## config.mk

```make
export PLATFORM = sky130hd
export DESIGN_NAME = fetch_stage
export DESIGN_NICKNAME = d
export VERILOG_FILES = /design/src/rtl/mips_pkg.sv /design/src/rtl/fetch_fifo.sv /design/src/rtl/fetch_stage.sv
export SDC_FILE = /design/constraint.sdc
export NUM_CORES = 1
export LEC_CHECK = 0
export ABC_AREA = 1
export BUFFER_PORTS_ARGS = -buffer_cell sky130_fd_sc_hd__buf_2
export CAP_MARGIN = 20
export CORE_MARGIN = 3
export CORE_UTILIZATION = 50
export DETAILED_ROUTE_END_ITERATION = 16
export GPL_ROUTABILITY_DRIVEN = 0
export PLACE_DENSITY = 0.84
export SLEW_MARGIN = 20
export SYNTH_ARGS = -nofsm -noshare
export SYNTH_HDL_FRONTEND = slang
export SYNTH_SLANG_ARGS = --single-unit
```

## constraint.sdc

```tcl
create_clock -name clk -period 8.45 [get_ports clk]
set_clock_uncertainty 0.2 [all_clocks]
set_input_delay 0.4225 -clock clk [delete_from_list [all_inputs] [get_ports clk]]
set_output_delay 0.4225 -clock clk [all_outputs]
set_load 0.05 [all_outputs]
```

## src/rtl/mips_pkg.sv

```systemverilog
// rtl/mips_pkg.sv - shared widths and fetch-entry type for the front end
package mips_pkg;

    localparam int XLEN    = 32;
    localparam int INSTR_W = 32;
    localparam int PC_STEP = 4;

    typedef struct packed {
        logic [INSTR_W-1:0] instr;
        logic [XLEN-1:0]    pc;
    } fetch_entry_t;

endpackage

```

## src/rtl/fetch_fifo.sv

```systemverilog
// rtl/fetch_fifo.sv - instruction queue between fetch and decode
//
// Ports:
//   clk, reset      clock, asynchronous active-low reset
//   push, push_data write one fetch entry
//   pop             retire the head entry (ignored when empty)
//   flush           empty the queue; wins over push and pop
//   head            head entry, combinational
//   count           number of valid entries
module fetch_fifo
    import mips_pkg::*;
#(
    parameter int DEPTH = 2
) (
    input  logic                       clk,
    input  logic                       reset,
    input  logic                       push,
    input  fetch_entry_t               push_data,
    input  logic                       pop,
    input  logic                       flush,
    output fetch_entry_t               head,
    output logic [$clog2(DEPTH+1)-1:0] count
);

    localparam int PW = $clog2(DEPTH);

    fetch_entry_t    mem [DEPTH];
    logic [PW-1:0]   rd_ptr;
    logic [PW-1:0]   wr_ptr;
    logic            do_pop;

    // Pointers wrap explicitly so non-power-of-two depths work.
    function automatic logic [PW-1:0] ptr_inc(input logic [PW-1:0] p);
        return (p == PW'(DEPTH - 1)) ? '0 : p + PW'(1);
    endfunction

    // The producer reserves a slot at issue time, so push never needs a full check.
    assign do_pop = pop & (count != '0);

    always_ff @(posedge clk or negedge reset) begin
        if (!reset) begin
            rd_ptr <= '0;
            wr_ptr <= '0;
            count  <= '0;
        end else if (flush) begin
            rd_ptr <= '0;
            wr_ptr <= '0;
            count  <= '0;
        end else begin
            if (push)
                wr_ptr <= ptr_inc(wr_ptr);
            if (do_pop)
                rd_ptr <= ptr_inc(rd_ptr);
            case ({push, do_pop})
                2'b10:   count <= count + 1'b1;
                2'b01:   count <= count - 1'b1;
                default: count <= count;
            endcase
        end
    end

    always_ff @(posedge clk) begin
        if (push && !flush)
            mem[wr_ptr] <= push_data;
    end

    assign head = mem[rd_ptr];

endmodule

```

## src/rtl/fetch_stage.sv

```systemverilog
// rtl/fetch_stage.sv - instruction fetch with queued decode handoff and redirect
//
// Ports:
//   clk, reset                   clock, asynchronous active-low reset
//   imem_req, imem_addr          fetch request and word-aligned address
//   imem_rdata                   instruction data, one cycle after an issued request
//   redirect_valid, redirect_pc  redirect pulse and target from execute
//   if_valid, if_instr, if_pc    head instruction offered to decode
//   id_ready                     decode accepts the head
//   stat_fetched, stat_flushed   only with FETCH_STATS_EN: pop and flush counters
//
// Optional feature macro: FETCH_STATS_EN
module fetch_stage
    import mips_pkg::*;
#(
    parameter logic [31:0] RESET_PC = 32'h0000_0000,
    parameter int          DEPTH    = 2
) (
    input  logic        clk,
    input  logic        reset,
    output logic        imem_req,
    output logic [31:0] imem_addr,
    input  logic [31:0] imem_rdata,
    input  logic        redirect_valid,
    input  logic [31:0] redirect_pc,
    output logic        if_valid,
    output logic [31:0] if_instr,
    output logic [31:0] if_pc,
    input  logic        id_ready
`ifdef FETCH_STATS_EN
    ,
    output logic [31:0] stat_fetched,
    output logic [31:0] stat_flushed
`endif
);

    localparam int CW = $clog2(DEPTH + 1);

    logic [XLEN-1:0] fetch_pc;
    logic [XLEN-1:0] req_pc;
    logic            inflight;
    logic [CW-1:0]   count;
    logic [CW:0]     occupancy;
    logic            pop;
    logic            push;
    logic [XLEN-1:0] redirect_target;
    fetch_entry_t    head;
    fetch_entry_t    push_data;

    assign redirect_target = redirect_pc & ~32'h3;

    assign if_valid = (count != '0) & ~redirect_valid;
    assign pop      = if_valid & id_ready;

    // Slots already promised: queued entries plus the response on its way,
    // minus the one decode takes this cycle.
    assign occupancy = {1'b0, count} + (CW+1)'(inflight) - (CW+1)'(pop);
    assign imem_req  = reset & ~redirect_valid & (occupancy < (CW+1)'(DEPTH));
    assign imem_addr = fetch_pc;

    // A response arriving in the redirect cycle belongs to the old path.
    assign push      = inflight & ~redirect_valid;
    assign push_data = '{instr: imem_rdata, pc: req_pc};

    assign if_instr = head.instr;
    assign if_pc    = head.pc;

    always_ff @(posedge clk or negedge reset) begin
        if (!reset) begin
            fetch_pc <= RESET_PC & ~32'h3;
            req_pc   <= '0;
            inflight <= 1'b0;
        end else begin
            inflight <= imem_req;
            if (imem_req)
                req_pc <= fetch_pc;
            if (redirect_valid)
                fetch_pc <= redirect_target;
            else if (imem_req)
                fetch_pc <= fetch_pc + XLEN'(PC_STEP);
        end
    end

    fetch_fifo #(
        .DEPTH (DEPTH)
    ) u_fifo (
        .clk       (clk),
        .reset     (reset),
        .push      (push),
        .push_data (push_data),
        .pop       (pop),
        .flush     (redirect_valid),
        .head      (head),
        .count     (count)
    );

`ifdef FETCH_STATS_EN
    always_ff @(posedge clk or negedge reset) begin
        if (!reset) begin
            stat_fetched <= '0;
            stat_flushed <= '0;
        end else begin
            if (pop)
                stat_fetched <= stat_fetched + 32'd1;
            if (redirect_valid)
                stat_flushed <= stat_flushed + 32'(count) + 32'(inflight);
        end
    end
`endif

endmodule

```

# == Yosys cells after proc, flatten, opt, wreduce, memory -nomap -nowiden ==
# Memories as Yosys holds them, arrays and structs flattened.
# Cells that the tools add are included.
# totals
register_bits,69
latch_bits,0
ram_bits,128
romBits,0
in_bits,68
output_inout_bits,98
word_cells,43
n_memories,1
# op_classes
addsub,7
mul,0
div,0
order_cmp,1
eq_ne,2
shifts,0
muxes,12
bitwise_logic,7
n_reduce_logical,7
# memory_table
memory,depth,width,read_ports,rd_clocked_by_memory_dff,write_ports,line_no,text
u_fifo.mem,2,64,1,0,1,fetch_fifo.sv:27,fetch_entry_t mem [DEPTH];
# ops
op,count
2-to-1 mux 32 bit,2
adder 32 x 3 -> 32 bit (second input constant),1
2-to-1 mux 1 bit,8
nonzero test 2 bit,4
AND 1 bit,6
one-hot mux 2 bit (2 select lines),1
adder 2 x 1 -> 3 bit,1
< comparator 3 x 2 -> 1 bit (second input constant),1
nonzero test 3 bit,1
subtractor 3 x 1 -> 3 bit,1
adder 1 bit (second input constant),2
adder 2 x 1 -> 2 bit (second input constant),1
== test 2 x 1 -> 1 bit (second input constant),1
== test 2 bit (second input constant),1
2-to-1 mux 2 bit,1
subtractor 2 x 1 -> 2 bit (second input constant),1
logical AND 1 bit,1
logical NOT 1 bit,1
NOT 1 bit,1

# == Logic depth before layout (Yosys ltp) ==
# Gate-level depths: netlist (run 1).
# depth
ltp_word,8
depth_mapped,14

# == Modules after synthesis ==
# A second synthesis (run 1) with hierarchy kept.
# hier_totals
hier_cells,899
hier_area_um2,8538.2
# by_module_without_submodules
mod,n_inst,cells_each,area_each_um2,seq_area_each_um2
fetch_fifo,1,366,4870.9,3943.8
fetch_stage,1,533,3667.3,1526.5

# == Worst setup path before layout (run 1) ==
# OpenSTA, ideal clock, no wires.
# synth_path
path_type,in2reg
start,input redirect_valid
end,"memory u_fifo.mem[0][10] (netlist name), enable pin"
setup_ns,0.482
t_arrival_ns,3.371
path_slack_ns,4.397
stages,4
path_buffers,1
cell_sequence,buf_2 -> nor2_1 -> inv_1 -> nor2_1
# synth_via
elab_chain_cells,5
# synth_lines
element,line_no,text
from (decl),fetch_stage.sv:24,"input logic redirect_valid,"
NOT 1 bit,fetch_stage.sv:62,assign push = inflight & ~redirect_valid;
AND 1 bit,fetch_stage.sv:62,
logical AND 1 bit (*),fetch_fifo.sv:63,if (push && !flush)
2-to-1 mux 1 bit (*),fetch_fifo.sv:63,
2-to-1 mux 1 bit (implied by the code) (*),fetch_fifo.sv:64,mem[wr_ptr] <= push_data;
to (decl),fetch_fifo.sv:27,
# Every way passes the cells marked *; elsewhere a longest branch is shown, timed or not.

# == Worst setup path after layout (run 1) ==
# layout_path
start,register u_fifo.count[1]
end,output imem_req
# layout_via
elab_chain_cells,6
# layout_lines
element,line_no,text
from (decl),fetch_fifo.sv:22,output logic [$clog2(DEPTH+1)-1:0] count
from (signal assigned),fetch_fifo.sv:55,2'b10: count <= count + 1'b1;
from (signal assigned),fetch_fifo.sv:56,2'b01: count <= count - 1'b1;
from (signal assigned),fetch_fifo.sv:57,default: count <= count;
nonzero test 2 bit,fetch_stage.sv:52,assign if_valid = (count != '0) & ~redirect_valid;
AND 1 bit,fetch_stage.sv:52,
AND 1 bit,fetch_stage.sv:53,assign pop = if_valid & id_ready;
subtractor 3 x 1 -> 3 bit (*),fetch_stage.sv:57,"assign occupancy = {1'b0, count} + (CW+1)'(inflight) - (CW+1)'(pop);"
< comparator 3 x 2 -> 1 bit (*),fetch_stage.sv:58,assign imem_req = reset & ~redirect_valid & (occupancy < (CW+1)'(DEPTH));
AND 1 bit (*),fetch_stage.sv:58,
to (decl),fetch_stage.sv:21,"output logic imem_req,"
# Marked as above.

==> flow_metrics.tcl, run 1 <==
set metrics [dict create \
    status "finished, violations left" \
    violations "hold timing" \
    clock_latency_ps 430 \
    synth-edff-count 124 \
    crit_family "simple AND/OR/NAND/NOR gates" \
    grt_overflow 0 \
    finalSetupTns_ps 0 \
    io-pin-count 166 \
    cts_made_buffers 17 \
    p_clk_share_pct 26.1 \
    synthTopCellsByArea "edfxtp_1, dfrtp_1, mux2_2" \
    power_leakage_nw 4.25 \
    syn_inst 709 \
    synthDistinctLibCells 34 \
    layout_setup_ws_ps 3830 \
    maxCapViolCount 0 \
    place_inst 1064 \
    p_sw_share_pct 36.7 \
    ir_drop_uv 161 \
    chipHeight_um 134 \
    drive_above_1_share_pct 30.3 \
    yosys_warnings 0 \
    rsz0062_at_grt "no" \
    ctsResizeCount 0 \
    sequentialPowerShare_pct 44.5 \
    synth_top_area_share_pct 45.6 \
    wl_per_cell_um 15.8 \
    placed_area_um2 9150 \
    setup_viol_count_final 0 \
    cp_num_buf_inv 2 \
    nNetsFinal 970 \
    clockBufferDepth 2 \
    yosysMostFrequentCell "nand2_1" \
    post-route-util_pct 62.9 \
    synth_flop_cell "edfxtp_1" \
    fin_crit_sh_pct 54.7 \
    design.die.area_um2 17900 \
    postRouteAntennaNets 0 \
    ys_seq_elements 189 \
    syn_to_final_growth_pct 22.7 \
    diodes 0 \
    fmax_ghz 0.216 \
    worstPathRequired_ps 7830 \
    hold_violations 17 \
    holdCritPathClass "input port to asynchronous set/reset pin" \
    max_slew_margin_pct 43.5 \
    synth.avg_cell_area_um2 11.5 \
    start_kind "flop" \
    grt_pass1_vias 5812 \
    crit_type "flop to output port" \
    drv_slew 0 \
    cp-end-kind "output port" \
    drt_iter0_markers 477 \
    core.rowCount 46 \
    cts_hold_buf 32 \
    ys_top_cells_by_count "nand2_1, edfxtp_1, nor2_1" \
    io_buffers 159 \
    route.detailed.drc 0 \
    first_pass_iters 5 \
    combPwrFrac_pct 29.4 \
    stdcell_area_um2 10000 \
    fillerInstances 1260 \
    dp_slack_ps 3930 \
    p_int_mw 1.83 \
    cts_tree "done" \
    core_area_um2 15900 \
    critPathMaxFanout 72 \
    design_power_total_mw 2.89 \
    cp_slowest_cell "inv_2" \
    clk_pin_slew_ps 70 \
    ys_seq_area_share_pct 65.5 \
    viasPerCell 5.12 \
    fp.dieW_um 134 \
    p_per_area_nw_per_um2 288 \
    cp.arrival_ps 4000 \
    grt_pass1_wl_um 28900 \
    path_cells "nor2_1 > nor3_1 > ha_1 > or2_2 > fa_1 > nand2_1 > nor2_2 > nand2_4 > inv_2 > buf_2" \
    fin_cells 1128 \
    htree_levels 4 \
    cts_root_buf "clkbuf_16" \
    finalCriticalPeriod_ps 4620 \
    post-dp-hpwl_um 11500 \
    drt-total-wl_um 17800 \
    max_slew.worst_pin.slew_ps 848 \
    synthArstFlopShare_pct 34.4 \
    initial_core_util_pct 51.3 \
    cts_setup_buffers 0 \
    hold_slack_ps -13.0 \
    switchingPower_mw 1.06 \
    antenna_found_initial 0 \
    synth.largest_area_cell "edfxtp_1" \
    syn_area_um2 8170 \
    critical_path.max_stage_delay_ps 690 \
    clock-sinks 189 \
    grt_start_max_net_pins 73 \
    grt_usage_pct 20.4 \
    dr_total_vias 5775 \
]
-- cell families after synthesis --
family | after synthesis | synth area share [%]
compound gates | 40 | 2.65
xor+xnor | 3 | 0.322
fa+ha+maj | 3 | 0.551
buf+inv | 87 | 4.52
flops | 189 | 65.5
mux | 62 | 8.54
other cells | 1 | 0.0459
simple gates | 324 | 17.9
-- cell type report --
cell class	instances	area [µm²]	share of cell area, %
clock buffer	20	437	4.35
clock inverter	12	123	1.22
inverter	60	225	2.24
multi-input combinational	436	2480	24.7
sequential	189	5350	53.3
tap	216	270	2.69
timing repair buffer	195	1150	11.4
-- routing by layer --
layer | global-route usage, % | vias up | wire length, µm
li1 | - | 2794 | -
met1 | 27.7 | 2746 | 8010
met2 | 32.6 | 211 | 8440
met3 | 4.58 | 24 | 1010
met4 | 7.71 | 0 | 323
met5 | 0 | - | 0
-- cells in the final DEF, fill, tap and decap left out, drive strengths merged --
master / count
clkinvlp: 4
ha: 2
clkbuf: 20
xor2: 1
fa: 1
dlygate4sd3: 32
nor3: 3
and2: 1
o221ai: 1
mux2: 62
nor2: 86
nand2: 152
edfxtp: 124
nor3b: 1
nand3: 68
dfrtp: 65
nand4: 11
xnor2: 2
conb: 4
bufinv: 2
clkinv: 7
o21ai: 33
a21oi: 1
o211ai: 5
nand3b: 1
inv: 59
buf: 163
or2: 1
-- worst reg2reg max path, delay by kind of cell, from the launching register on --
family          cells  cell delay (ps)
compound gates      1               90
simple gates        8             1520
flops               1              450
fa+ha+maj           2              760
buf+inv             1              700
-- path summary, 6_finish.rpt --
check	start	endpoint	slack, ps	cells after the start
max in group asynchronous	reset	u_fifo.rd_ptr	7480	2
worst min-delay path	reset	req_pc[3]	-10	2
worst max register to register	u_fifo.count[1]	imem_addr[2]	4610	12
worst max-delay path	u_fifo.count[1]	imem_req	3830	10
min in group clk	redirect_pc[4]	imem_addr[4]	20	3
worst min register to register	req_pc[23]	u_fifo.mem[1][23]	270	0
-- sequential cells by signal, summed over array words and instances (netlist names) --
register and count:
req_pc 30, u_fifo.count 2, inflight 1, u_fifo.rd_ptr 1, u_fifo.wr_ptr 1, imem_addr 30
u_fifo.mem 124
-- power groups by stage --
stage	clock (mW)	combinational [mW]	sequential (mW)
after floorplan	0	0.550	1.37
after global placement	0	0.816	1.29
after detailed placement	0	0.834	1.30
after CTS	0.771	0.853	1.28
after global routing	0.808	0.913	1.30
final	0.752	0.848	1.29
Note: power is estimated with default switching activity, not from simulation.
==> inputs of run 2 (changes only) <==
- PLACE_DENSITY: 0.84 -> 0.87
- clock period: 8.45 -> 4 ns (I/O delays scaled with it)
==> run 2 against run 1 <==
Highest routed layer unchanged. Final cell count increased by 3.5%. Global-route usage rose by 0.82 points. Largest cell class unchanged. Clock power grew 120%. Register-to-register slack worse by 4000 ps. The flow now finishes without violations. Non-clock buffer count is 40 higher. Count of clock-buffer cells in the layout is 3 higher. Worst hold slack better by 41 ps. Sequential share of layout area down 2.2 points. Sequential power grew 110%.
==> flow_metrics.tcl, run 2 (same netlist as run 1, synthesis figures left out) <==
set metrics [dict create \
    worstPathRequired_ps 3600 \
    final_common_cell "buf_2" \
    reg2reg_depth 12 \
    cp-end-kind "output port" \
    fp.dieW_um 134 \
    max_slew_margin_pct 42.8 \
    status "finished, final reports clean" \
    hold-path-cell-count 5 \
    ir_drop_uv 359 \
    viasPerCell 5.11 \
    rsz0062_at_grt "no" \
    grt_start_max_net_pins 66 \
    design.die.area_um2 17900 \
    p_per_area_nw_per_um2 595 \
    setup_viol_count_final 0 \
    diodes 0 \
    clk_pin_slew_ps 60 \
    cts_tree "done" \
    first_pass_iters 6 \
    largest_register "u_fifo.mem" \
    finalSetupTns_ps 0 \
    clockBufferDepth 2 \
    drv_slew 0 \
    wl_per_cell_um 16.0 \
    maxCapViolCount 0 \
    finalCriticalPeriod_ps 3670 \
    grt_usage_pct 21.3 \
    power_leakage_nw 4.46 \
    antenna_found_initial 0 \
    design_power_total_mw 6.23 \
    initial_core_util_pct 51.3 \
    cts_made_buffers 17 \
    dr_total_vias 5963 \
    cts_root_buf "clkbuf_16" \
    clock-sinks 189 \
    route.detailed.drc 0 \
    crit_type "flop to output port" \
    max_slew.worst_pin.slew_ps 856 \
    grt_pass1_vias 5988 \
    reg2reg_slack_ps 620 \
    critPathMaxFanout 28 \
    cp-startpoint "u_fifo.count[1]" \
    fmax_ghz 0.272 \
    drive_above_1_share_pct 30.4 \
    holdCritPathClass "input port to flop" \
    largest_reg_flops 124 \
    grt_overflow 0 \
    cp.arrival_ps 3270 \
    drt_iter0_markers 463 \
    syn_to_final_growth_pct 28.0 \
    post-route-util_pct 65.6 \
    htree_levels 4 \
    cp-endpoint "imem_req" \
    post-dp-hpwl_um 12500 \
    reg2reg_from "u_fifo.count[1]" \
    postRouteAntennaNets 0 \
    core_area_um2 15900 \
    chipHeight_um 134 \
    clock_latency_ps 420 \
    drt-total-wl_um 18700 \
    cts_setup_buffers 0 \
    core.rowCount 46 \
    nNetsFinal 1010 \
    start_kind "flop" \
    final_cell_mix "buf_2, nand2_1, edfxtp_1" \
    r2r_end "imem_addr[11]" \
    io_buffers 159 \
    hold_violations 0 \
    io-pin-count 166 \
    fin_crit_sh_pct 91.8 \
    grt_pass1_wl_um 30100 \
]
## run 2: cell types whose count changed in the layout (fill, tap and decap cells not counted), sizes merged
cell and change:
buf +8, bufinv -2, clkbuf +3, clkinv -1, clkinvlp -2, dlygate4sd3 +32
inv +2
## run 2: layout make-up
cell class                 instances  area (µm²)
fill                            1188        5480
sequential                       189        5350
multi-input combinational        436        2480
timing repair buffer             235        1530
clock buffer                      23         543
tap                              216         270
inverter                          60         225
clock inverter                     9        67.6
## run 2: timing repair
action / CTS / global route
hold endpoints to repair: 160 / 0
setup endpoints to repair: 0 / 0
gates resized for setup: 0 / 0
hold buffers: 64 / 0
## run 2: worst max-delay path, cell delays in order, from the launching register on
cell and delay, ps:
dfrtp_1 440, nor2_1 90, nor3_1 230, ha_1 280, or2_2 300, fa_1 480, nand2_1 60, nor2_2 120
nand2_4 180, inv_2 330, buf_2 340
## run 2: power by group
part	leakage [nW]	total [mW]	switching, mW	internal (mW)
logic	2.26	1.81	1.28	0.528
registers	1.91	2.75	0.302	2.45
clock network	0.294	1.67	0.701	0.966
## run 2: routing by layer
| layer | up-vias | GRT usage (%) | routed length, µm |
|---|---|---|---|
| li1 | 2866 | - | - |
| met1 | 2829 | 27.5 | 7910 |
| met2 | 228 | 35.6 | 9120 |
| met3 | 40 | 4.69 | 1140 |
| met4 | 0 | 7.83 | 494 |
| met5 | - | 0 | 0 |
## run 2: worst min-delay path by stage
stage          slack, ps           start                 to
2_1_floorplan       -300           reset      imem_addr[10]
3_3_place_gp         190   imem_rdata[6]  u_fifo.mem[0][38]
3_5_place_dp         190  imem_rdata[13]  u_fifo.mem[0][45]
4_1_cts                2  redirect_valid    u_fifo.count[0]
5_1_grt               80  redirect_valid    u_fifo.count[0]
6_report              30  redirect_valid    u_fifo.count[0]
## run 2: through the flow
stage | std cells | instance area, µm² | setup WS [ps] | hold WS [ps]
global placement | 1072 | 9210 | 767 | 188
detailed placement | 1072 | 9210 | 620 | 192
finish | 1168 | 10500 | 327 | 27.7
global route | 1168 | 10500 | 117 | 79.3
CTS | 1168 | 10500 | 312 | 1.58
floorplan | 712 | 8190 | 169 | -296
==> inputs of run 3 (changes only) <==
- BUFFER_PORTS_ARGS: -buffer_cell sky130_fd_sc_hd__buf_2 -> -buffer_cell sky130_fd_sc_hd__clkbuf_2
- CORE_MARGIN: 3 -> 2
- CORE_UTILIZATION: 50 -> 45
- PLACE_DENSITY: 0.87 -> 0.8
==> run 3 against run 2 <==
Count of clock-buffer cells in the layout grew 1. Flip-flop and latch count unchanged. Critical endpoint unchanged. Setup slack got worse by 51 ps. Die area increased by 7.5%. Global-route usage down 1.4 points. Sequential share of layout area about the same. Core utilization decreased by 7.2 points. Routed wire length grew 1.2%. Worst hold slack better by 5.3 ps.
==> flow_metrics.tcl, run 3 (same netlist as run 1, synthesis figures left out) <==
set metrics [dict create \
    drive_above_1_share_pct 30.2 \
    wl_per_cell_um 16.0 \
    maxCapViolCount 0 \
    max_slew.worst_pin.slew_ps 863 \
    p_sw_share_pct 36.6 \
    ir_drop_uv 299 \
    syn_to_final_growth_pct 28.0 \
    layout_setup_ws_ps 275 \
    grt_pass1_vias 5969 \
    postRouteAntennaNets 0 \
    chipHeight_um 139 \
    largest_reg_flops 124 \
    grt_usage_pct 19.9 \
    largest_register "u_fifo.mem" \
    clockBufferDepth 2 \
    holdCritPathClass "input port to flop" \
    design.die.area_um2 19300 \
    cts_root_buf "clkbuf_16" \
    placed_area_um2 9220 \
    grt_pass1_wl_um 30200 \
    core.rowCount 49 \
    crit_type "flop to output port" \
    power_leakage_nw 4.48 \
    start_kind "flop" \
    status "finished, final reports clean" \
    worstPathRequired_ps 3600 \
    max_slew_margin_pct 42.5 \
    antenna_found_initial 0 \
    core_area_um2 17900 \
    fmax_ghz 0.268 \
    grt_start_max_net_pins 66 \
    first_pass_iters 5 \
    critPathMaxFanout 29 \
    final_cell_mix "clkbuf_2, nand2_1, edfxtp_1" \
    stdcell_area_um2 10500 \
    drv_slew 0 \
    finalSetupTns_ps 0 \
    post-dp-hpwl_um 12300 \
    drt_iter0_markers 456 \
    drt-total-wl_um 18900 \
    finalCriticalPeriod_ps 3720 \
    fin_crit_sh_pct 93.1 \
    fillerInstances 1470 \
    dr_total_vias 5964 \
    cp-end-kind "output port" \
    clock_latency_ps 420 \
    final_common_cell "clkbuf_2" \
    post-route-util_pct 58.4 \
    viasPerCell 5.06 \
    hold_slack_ps 33.1 \
    cts_made_buffers 17 \
    combPwrFrac_pct 29.0 \
    sequentialPowerShare_pct 44.0 \
    route.detailed.drc 0 \
    p_per_area_nw_per_um2 596 \
    cts_tree "done" \
    clk_pin_slew_ps 70 \
    cts_setup_buffers 0 \
    setup_viol_count_final 0 \
    cp.arrival_ps 3320 \
    htree_levels 4 \
    grt_overflow 0 \
    dp_slack_ps 574 \
    initial_core_util_pct 45.7 \
    rsz0062_at_grt "no" \
    diodes 0 \
    nNetsFinal 1008 \
    clock-sinks 189 \
    p_clk_share_pct 27.0 \
    io-pin-count 166 \
    io_buffers 159 \
    hold_violations 0 \
    p_int_mw 3.95 \
    switchingPower_mw 2.28 \
    fp.dieW_um 139 \
]
run 3: cell types whose count changed in the layout (fill, tap and decap cells not counted), sizes merged:
cell	previous run	this run
buf	171	10
bufinv	0	1
clkbuf	23	183
clkinv	6	7
inv	61	58
run 3: layer usage:
metal / part of all wire, % / GRT usage [%] / vias up
li1: - / - / 2864
met3: 5.6 / 4.66 / 36
met5: 0 / 0 / -
met2: 50 / 33.7 / 219
met1: 42 / 25.2 / 2845
met4: 2.5 / 7.23 / 0
run 3: layout make-up:
| cell class | instances | area [µm²] | share of cell area [%] |
|---|---|---|---|
| inverters | 60 | 226 | 2.17 |
| flip-flops and latches | 189 | 5350 | 51.2 |
| repair buffers | 233 | 1510 | 14.5 |
| clock buffers | 24 | 524 | 5.01 |
| well taps | 229 | 287 | 2.74 |
| multi-input cells | 436 | 2480 | 23.7 |
| clock inverters | 8 | 77.6 | 0.742 |
run 3: per-stage QoR:
step | instances | power (mW)
after floorplan | 712 | 4.05
after global placement | 1083 | 4.47
after detailed placement | 1083 | 4.53
after CTS | 1179 | 6.26
after global routing | 1179 | 6.52
final | 1179 | 6.24
run 3: final timing paths:
check / from / to / slack [ps] / cells past startpoint
worst max-delay path: u_fifo.count[1] / imem_req / 280 / 10
worst min-delay path: redirect_valid / u_fifo.count[0] / 30 / 5
worst max register to register: u_fifo.count[1] / imem_addr[11] / 510 / 12
worst min register to register: req_pc[24] / u_fifo.mem[1][24] / 270 / 0
max in group asynchronous: reset / u_fifo.rd_ptr / 2630 / 3
min in group asynchronous: reset / req_pc[12] / 410 / 3
run 3: power groups by stage:
stage	Clock [mW]	Combinational, mW	Sequential [mW]
global placement	0	1.71	2.76
detailed placement	0	1.75	2.78
CTS	1.71	1.81	2.74
global route	1.78	1.95	2.79
finish	1.68	1.81	2.75
floorplan	0	1.16	2.89
run 3: critical path, cell delays in order, from the launching register on:
cell and delay, ps:
dfrtp_1 450, nor2_1 90, nor3_1 260, ha_1 290, or2_2 300, fa_1 430, nand2_1 100, nor2_2 50
nand2_4 270, clkinv_2 320, clkbuf_2 330
run 3: what timing repair did:
item	4_1_cts	5_1_grt
endpoints found under the setup margin	0	1
endpoints found under the hold margin	160	0
hold buffers	64	0
gates resized for setup	0	1
